### src/rtl/mrsp_regbank_if.sv
// Bus bundle for mrsp_regbank: write/step controls plus the combinational read port.
// The master drives operations and read selects; the slave is the register bank.
interface mrsp_regbank_if #(
    parameter int WIDTH = 16,
    parameter int REGS  = 4
);
    localparam int SEL_W  = $clog2(REGS);
    localparam int BSEL_W = (WIDTH > 8) ? $clog2(WIDTH / 8) : 1;

    logic [SEL_W-1:0]  SEL;
    logic [BSEL_W-1:0] BYTE_SEL;
    logic [7:0]        D_IN;
    logic              STO;
    logic [WIDTH-1:0]  A_IN;
    logic              STO_A;
    logic              INC;
    logic              DEC;
    logic [SEL_W-1:0]  RD_SEL;
    logic [WIDTH-1:0]  HI_LO;
    logic [7:0]        BYTE_OUT;
    logic              WRAP;

    modport master (
        output SEL, BYTE_SEL, D_IN, STO, A_IN, STO_A, INC, DEC, RD_SEL,
        input  HI_LO, BYTE_OUT, WRAP
    );

    modport slave (
        input  SEL, BYTE_SEL, D_IN, STO, A_IN, STO_A, INC, DEC, RD_SEL,
        output HI_LO, BYTE_OUT, WRAP
    );
endinterface

### src/rtl/mrsp_regbank.sv
// Bank of REGS pointer registers with byte-lane writes, full loads and +/-STEP with WRAP flag.
// Define MRSP_REGBANK_SATURATE_EN to clamp INC/DEC at the range limits instead of wrapping.
module mrsp_regbank #(
    parameter int          WIDTH = 16,
    parameter int          REGS  = 4,
    parameter int unsigned STEP  = 1
) (
    input logic         CLK,
    input logic         RST,
    mrsp_regbank_if.slave bus
);
    localparam int LANES = WIDTH / 8;
    localparam logic [WIDTH:0] STEP_EXT = (WIDTH + 1)'(STEP);

    logic [WIDTH-1:0] regs_q [REGS];
    logic [WIDTH-1:0] regs_d [REGS];
    logic             wrap_q, wrap_d;

    logic [WIDTH-1:0] sel_val;
    logic [WIDTH:0]   inc_sum;
    logic [WIDTH:0]   dec_diff;

    // One extra bit on each side of the adder exposes carry-out / borrow.
    assign sel_val  = regs_q[bus.SEL];
    assign inc_sum  = {1'b0, sel_val} + STEP_EXT;
    assign dec_diff = {1'b0, sel_val} - STEP_EXT;

    always_comb begin
        // NOTE: combinational logic uses blocking assignments, and every output gets a default first so no latch is inferred.
        regs_d = regs_q;
        wrap_d = 1'b0;
        if (bus.STO_A) begin
            regs_d[bus.SEL] = bus.A_IN;
        end else if (bus.STO) begin
            for (int l = 0; l < LANES; l++) begin
                if (int'(bus.BYTE_SEL) == l) regs_d[bus.SEL][l*8 +: 8] = bus.D_IN;
            end
        end else if (bus.INC && !bus.DEC) begin
            wrap_d = inc_sum[WIDTH];
`ifdef MRSP_REGBANK_SATURATE_EN
            regs_d[bus.SEL] = inc_sum[WIDTH] ? {WIDTH{1'b1}} : inc_sum[WIDTH-1:0];
`else
            regs_d[bus.SEL] = inc_sum[WIDTH-1:0];
`endif
        end else if (bus.DEC && !bus.INC) begin
            wrap_d = dec_diff[WIDTH];
`ifdef MRSP_REGBANK_SATURATE_EN
            regs_d[bus.SEL] = dec_diff[WIDTH] ? '0 : dec_diff[WIDTH-1:0];
`else
            regs_d[bus.SEL] = dec_diff[WIDTH-1:0];
`endif
        end
    end

    always_ff @(posedge CLK) begin
        if (RST) begin
            // NOTE: this array is a handful of flops feeding the address mux, not a RAM, so clearing every entry is cheap and required.
            for (int r = 0; r < REGS; r++) regs_q[r] <= '0;
            wrap_q <= 1'b0;
        end else begin
            regs_q <= regs_d;
            wrap_q <= wrap_d;
        end
    end

    // Read port is straight from state: no bypass of same-cycle writes.
    always_comb begin
        bus.BYTE_OUT = 8'h00;
        for (int l = 0; l < LANES; l++) begin
            if (int'(bus.BYTE_SEL) == l) bus.BYTE_OUT = regs_q[bus.RD_SEL][l*8 +: 8];
        end
    end

    assign bus.HI_LO = regs_q[bus.RD_SEL];
    assign bus.WRAP  = wrap_q;
endmodule

### src/flat_wrapper.sv
// flat-port wrapper written by rule: the top's interface ports become plain ports
module mrsp_regbank_flat 
#(
    parameter int          WIDTH = 16,
    parameter int          REGS  = 4,
    parameter int unsigned STEP  = 1
)
  (CLK, RST, bus_SEL, bus_BYTE_SEL, bus_D_IN, bus_STO, bus_A_IN, bus_STO_A, bus_INC, bus_DEC, bus_RD_SEL, bus_HI_LO, bus_BYTE_OUT, bus_WRAP);
  mrsp_regbank_if #(.WIDTH(WIDTH), .REGS(REGS)) bus_i ();
  input logic CLK;
  input logic RST;
  input wire logic [$bits(bus_i.SEL)-1:0] bus_SEL;
  input wire logic [$bits(bus_i.BYTE_SEL)-1:0] bus_BYTE_SEL;
  input wire logic [$bits(bus_i.D_IN)-1:0] bus_D_IN;
  input wire logic [$bits(bus_i.STO)-1:0] bus_STO;
  input wire logic [$bits(bus_i.A_IN)-1:0] bus_A_IN;
  input wire logic [$bits(bus_i.STO_A)-1:0] bus_STO_A;
  input wire logic [$bits(bus_i.INC)-1:0] bus_INC;
  input wire logic [$bits(bus_i.DEC)-1:0] bus_DEC;
  input wire logic [$bits(bus_i.RD_SEL)-1:0] bus_RD_SEL;
  output wire logic [$bits(bus_i.HI_LO)-1:0] bus_HI_LO;
  output wire logic [$bits(bus_i.BYTE_OUT)-1:0] bus_BYTE_OUT;
  output wire logic [$bits(bus_i.WRAP)-1:0] bus_WRAP;
  assign bus_i.SEL = bus_SEL;
  assign bus_i.BYTE_SEL = bus_BYTE_SEL;
  assign bus_i.D_IN = bus_D_IN;
  assign bus_i.STO = bus_STO;
  assign bus_i.A_IN = bus_A_IN;
  assign bus_i.STO_A = bus_STO_A;
  assign bus_i.INC = bus_INC;
  assign bus_i.DEC = bus_DEC;
  assign bus_i.RD_SEL = bus_RD_SEL;
  assign bus_HI_LO = bus_i.HI_LO;
  assign bus_BYTE_OUT = bus_i.BYTE_OUT;
  assign bus_WRAP = bus_i.WRAP;
  mrsp_regbank #(.WIDTH(WIDTH), .REGS(REGS), .STEP(STEP)) u_core (.CLK(CLK), .RST(RST), .bus(bus_i));
endmodule
### config.mk
export PLATFORM = sky130hd
export DESIGN_NAME = mrsp_regbank_flat
export DESIGN_NICKNAME = d
export VERILOG_FILES = /design/src/rtl/mrsp_regbank_if.sv /design/src/rtl/mrsp_regbank.sv /design/src/flat_wrapper.sv
export SDC_FILE = /design/constraint.sdc
export NUM_CORES = 1
export LEC_CHECK = 0
export BUFFER_PORTS_ARGS = -buffer_cell sky130_fd_sc_hd__buf_2
export CAP_MARGIN = 10
export CORE_AREA = 2 2 103 95
export DETAILED_ROUTE_END_ITERATION = 8
export DIE_AREA = 0 0 105 97
export PLACE_DENSITY = 0.84
export SETUP_SLACK_MARGIN = 0.1
export SLEW_MARGIN = 20
export SYNTH_ARGS = -nofsm -noshare
export SYNTH_HDL_FRONTEND = slang
export SYNTH_SLANG_ARGS = --single-unit
### constraint.sdc
create_clock -name CLK -period 2.5 [get_ports CLK]
set_input_delay 0.125 -clock CLK [delete_from_list [all_inputs] [get_ports CLK]]
set_output_delay 0.125 -clock CLK [all_outputs]
set_load 0.01 [all_outputs]
Yosys cells after proc, flatten, opt, wreduce, memory -nomap -nowiden
Index checks and enable logic that the tools add are counted.

storage, ports and cells
  flip-flop bits (word level) = 65
  bits of input ports = 35
  output and inout bits = 25
  word-level logic and storage cells = 47

operators by class
  add/sub/neg operators = 2
  magnitude comparators = 3
  multiplexer cells = 28
  bitwise gates (word level) = 2
  reductions and logical operators = 7

operators with widths
  operator                 number
  $mux W64                 8
  $bwmux W64               5
  $demux W16 S2            3
  $mux W16                 6
  $bmux W16 S2             2
  $add A16 B1 Y17 const B  1
  $sub A16 B1 Y17 const B  1
  $mux W8                  2
  $ge A3 B3 Y1 const B     2
  $not A2 Y3               2
  $reduce_bool A4 Y1       1
  $logic_and A1 B1 Y1      3
  $lt A3 B1 Y1 const B     1
  $reduce_or A3 Y1         1
  $logic_not A1 Y1         2
  $mux W1                  2

Logic depth before layout (Yosys ltp)
  word-level depth = 13
  gate-level depth with buffers = 10
  mapped depth without buffers = 9

Worst setup path before layout
Ideal clock, no wire load.

  path kind = input to register
  from = input bus_SEL[1]
  to = register u_core.regs_q[57] in the netlist's numbering
  library setup time = 0.122 ns
  data arrival time = 2.528 ns
  required time = 2.378 ns
  setup slack = -0.150 ns
  cell stages on the path = 7
  buffers on the path = 1
  path through = buf_2 > mux4_2 > or4_4 > or4_1 > a21boi_1 > nor3_2 > a221o_1

on the way
  word-level cells in the longest chain between the ends = 10
  elaborated cells on any way between the ends = 27
  those cells by class = add/sub (2); order compare (2); mux (21); bitwise (1); reduce/logical (1)

RTL lines
  element                                                                     RTL line                                text
  start: declaration                                                          flat_wrapper.sv:12                      input wire logic [$bits(bus_i.SEL)-1:0] bus_SEL;
  $not A2 Y3 (not written as such) *                                          -
  $bmux W16 S2, or another cell as far along                                  mrsp_regbank.sv:24                      assign sel_val = regs_q[bus.SEL];
  $mux W16 (not written as such), or another cell as far along (2 in series)  mrsp_regbank.sv:24
  $sub A16 B1 Y17, or another cell as far along                               mrsp_regbank.sv:26                      assign dec_diff = {1'b0, sel_val} - STEP_EXT;
  $bwmux W64 / $mux W64 (equally long branches)                               mrsp_regbank.sv:50, mrsp_regbank.sv:32
  $mux W64 / $bwmux W64 (equally long branches)                               mrsp_regbank.sv:45, mrsp_regbank.sv:36
  $mux W64 (on tied branches)                                                 mrsp_regbank.sv:38, mrsp_regbank.sv:36
  $mux W64                                                                    mrsp_regbank.sv:34                      end else if (bus.STO) begin
  $mux W64 *                                                                  mrsp_regbank.sv:32                      if (bus.STO_A) begin
  end signal: assignment                                                      mrsp_regbank.sv:61                      regs_q <= regs_d;
  end: declaration                                                            mrsp_regbank.sv:15                      logic [WIDTH-1:0] regs_q [REGS];

Mark *: on every way between the ends. The rest lies on a longest branch, timed or not. The select of a mux whose other input is x is not followed.
A chain may end at the register's enable or synchronous reset.

Final worst setup path
  from = register u_core.regs_q[18] in the netlist's numbering
  to = register u_core.regs_q[57] in the netlist's numbering

on the way
  word-level cells in the longest chain between the ends = 9
  elaborated cells on any way between the ends = 11
  those cells by class = add/sub (2); mux (9)

RTL lines
  element                                         RTL line            text
  $bmux W16 S2 *                                  mrsp_regbank.sv:24
  $mux W16 (not written as such) * (2 in series)  mrsp_regbank.sv:24
  $sub A16 B1 Y17                                 mrsp_regbank.sv:26
  $bwmux W64                                      mrsp_regbank.sv:50  regs_d[bus.SEL] = dec_diff[WIDTH-1:0];
  $mux W64                                        mrsp_regbank.sv:45  end else if (bus.DEC && !bus.INC) begin
  $mux W64 *                                      mrsp_regbank.sv:38  end else if (bus.INC && !bus.DEC) begin
  $mux W64 *                                      mrsp_regbank.sv:34
  $mux W64 *                                      mrsp_regbank.sv:32

Marked as above.

==> flow_summary_export.csv <==
group,metric,value,unit
routing,dr.first_iter.drc_count,737,
worst_hold_path,holdPathStages,4,
clocking,cts_tree,"built",
clocking,cts_made_buffers,9,
yosys,synth.area.top_cells,"dfxtp_1 (27%), mux4_2 (16%), nand2_1 (6.2%)",
yosys,synthCells,579,
finish,fin_nets,712,
status,status,"complete, but fails checks",
setup_path,crit_path_max_fanout,4,
clocking,cts_sinks,65,
setup_path,rr_startpoint,"u_core.regs_q[18]$_SDFFE_PP0P_",
global_route,grt_max_degree,44,
global_route,antenna_found_initial,0,
pwr,p_per_area,540,mW/mm^2
yosys,ys_warn_count,0,
yosys,syn-cell-area,0.00476,sq mm
clocking,clock_path_buffers,2,
setup_path,r2r_cells,6,
placed_design,dp_cells,776,
setup_path,crit_required,2.75,ns
clocking,cts_hold_buf,0,
floorplanning,fp-row-count,33,
yosys,ys_types,59,
finish,finalNonFillerCells,800,
setup_path,worstSetupPathType,"flop to flop",
setup_path,crit_arrival,2.90,ns
clocking,cts.clk_slew.worst_paths,0.09,ns
routing,wire_per_inst,21.6,um
yosys,synthArstFlopShare,0,%
timing,rsz0062_at_grt,"true",
global_route,grt_pass1_wl,25800,um
timing,tns,-2.01,ns
routing,vias,5389,
floorplanning,io_pins,60,
yosys,synth_edf_count,0,
finish,syn_to_final_growth,26.2,%
floorplanning,die_area,0.0102,sq mm
timing,setup_ws,-0.154,ns
timing,fin_crit_sh,106,%
yosys,yosys.area.top_type,"dfxtp_1",
timing,finalCriticalPeriod,2.65,ns
yosys,yosysMostFrequentCell,"nand2_1",
timing,finalHoldViolCount,0,
finish,drive_gt1_share,35.3,%
placed_design,portBuffers,59,
floorplanning,start_util,52.9,%
routing,antenna_left,0,
placed_design,gp_congestion,0.988,
floorplanning,die_w,105,um
timing,setup_viol,24,
finish,antenna_cells,0,
pwr,leakagePower,0.00242,uW
setup_path,cp-end-kind,"flop",
finish,multiInputGateArea,0.00349,sq mm
finish,regArea,0.00130,sq mm
setup_path,slowest_delay,0.57,ns
timing,worst_slew_pin_slew,0.724,ns
routing,firstDrtPassIters,6,
worst_hold_path,holdPathEnd,"u_core.regs_q[53]$_SDFFE_PP0P_",
setup_path,cp_common_cell,"or4_4",
yosys,synth_top_flop_cell,"dfxtp_1",
setup_path,r2r_slack,-0.15,ns
global_route,overflow,0,
worst_hold_path,min_path_type,"input port to flop",
routing,drc,0,
global_route,grtUsageTotal,32.2,%
timing,drv_slew,0,
pwr,ir_drop,348,uV
timing,fmax,0.377,GHz
clocking,root_buffer,"clkbuf_8",
yosys,seq_area_frac_synth,27.3,%
floorplanning,coreArea,0.00900,sq mm
setup_path,crit_chain,"mux4_2 -> or4_4 -> or4_4 -> a21boi_4 -> nor3_4 -> a221o_1",
setup_path,rr_endpoint,"u_core.regs_q[57]$_SDFFE_PP0P_",
timing,fin_skew,0.00932,ns
setup_path,critPathSlowestCell,"or4_4",
yosys,synth_nets,618,
setup_path,cp-start-kind,"flop",
yosys,avgSynthCellArea,8.22,sq um
status,violations,"negative setup slack",
yosys,ys_ff_latch,65,
global_route,grt_pass1_vias,4948,
worst_hold_path,holdCritStartpoint,"bus_A_IN[5]",
floorplanning,fp.dieH,97,um
finish,n_fill_cell,698,
clocking,cts_max_level,3,
clocking,worstSkewPairLatency,0.36,ns
routing,wirelength,17300,um
timing,max_slew_margin,51.1,%
yosys,synth_common_cells,"nand2_1 (79), nor2_1 (78), dfxtp_1 (65), clkbuf_1 (35), mux4_2 (34)",
yosys,synth_top_area_share,27.3,%
placed_design,hpwl,11900,um
routing,vias_per_cell,6.74,
job,maxCapViolations,0,
## critical path, delay by kind of cell, from the launching register on
family	cells	cell delay, ns
mux	1	0.49
simple gates	3	1.18
flops	1	0.34
compound gates	2	0.52
## cell type report
class,instances,area share [%]
Multi-Input combinational cell,463,58.2
Sequential cell,65,21.7
Timing Repair Buffer,124,13.6
Tap cell,122,2.54
Clock buffer,9,2.06
Clock inverter,7,1.27
Inverter,10,0.625
## registers in the layout (all words and copies together) (netlist names)
register / count
u_core.bus.WRAP: 1
u_core.regs_q: 64
## repair_timing
item                       4_1_cts  5_1_grt
buffers inserted                 3        6
setup endpoints to repair       32       46
pin swaps                       11       29
resized for setup               18       42
## stage by stage
stage | power, uW | utilization, % | hold WS, ns | area, sq um | setup WS (ns)
2_1_floorplan | 1770 | - | 0.403 | 4800 | -0.0921
3_3_place_gp | 2070 | 61.2 | 0.455 | 5510 | -0.212
3_5_place_dp | 2110 | 61.2 | 0.467 | 5510 | -0.266
4_1_cts | 3110 | 64.6 | 0.190 | 5820 | -0.117
5_1_grt | 3350 | 66.7 | 0.235 | 6010 | -0.183
6_report | 3250 | 66.7 | 0.206 | 6010 | -0.154
## metal layers
metal / vias to the layer above / wire length [um] / GRT usage (%)
met5: - / 0 / 0
li1: 2332 / - / -
met3: 86 / 2280 / 6.81
met4: 0 / 832 / 15.0
met1: 2525 / 6260 / 43.1
met2: 446 / 7940 / 50.0
## cell usage in the layout (no fill, tap or decap), drive strengths merged, types with 6 or more instances in the layout
master  count
a311oi      8
nand2b      7
buf       124
nor2       78
nor4        7
nor3        9
inv        13
mux4       34
a21o        6
a211oi     15
nand4      11
a21oi      28
or2        13
dfxtp      65
o21ai      30
mux2        8
nor3b       7
nand2      79
nand3      25
nand3b     19
clkbuf      9
## worst max-delay path by stage
stage	start	depth (start not counted)	endpoint
6_report	u_core.regs_q[18]$_SDFFE_PP0P_	6	u_core.regs_q[57]$_SDFFE_PP0P_
5_1_grt	u_core.regs_q[2]$_SDFFE_PP0P_	6	u_core.regs_q[57]$_SDFFE_PP0P_
4_1_cts	u_core.regs_q[3]$_SDFFE_PP0P_	6	u_core.regs_q[57]$_SDFFE_PP0P_
3_5_place_dp	bus_SEL[0]	9	u_core.regs_q[59]$_SDFFE_PP0P_
3_3_place_gp	bus_SEL[0]	9	u_core.regs_q[43]$_SDFFE_PP0P_
2_1_floorplan	u_core.regs_q[3]$_SDFFE_PP0P_	6	u_core.regs_q[57]$_SDFFE_PP0P_
## report_power, final
group | internal, uW | switching, uW | leakage, uW | total (uW)
clock network | 469 | 488 | 0.0000966 | 957
registers | 1100 | 50.4 | 0.000533 | 1150
logic | 515 | 621 | 0.00179 | 1140
total | 2090 | 1160 | 0.00242 | 3250
## logic make-up after synthesis
kind of cell / after synthesis / synth area share [%]
buffers and inverters: 51 / 4.39
xor gates and xnor gates: 8 / 1.47
AOI/OAI and AO/OA: 115 / 15.9
adders and majority gates: 4 / 1.05
muxes: 44 / 18.4
and+or+nand+nor: 292 / 31.4
DFF: 65 / 27.3
Power figures use the tool's default switching activity.
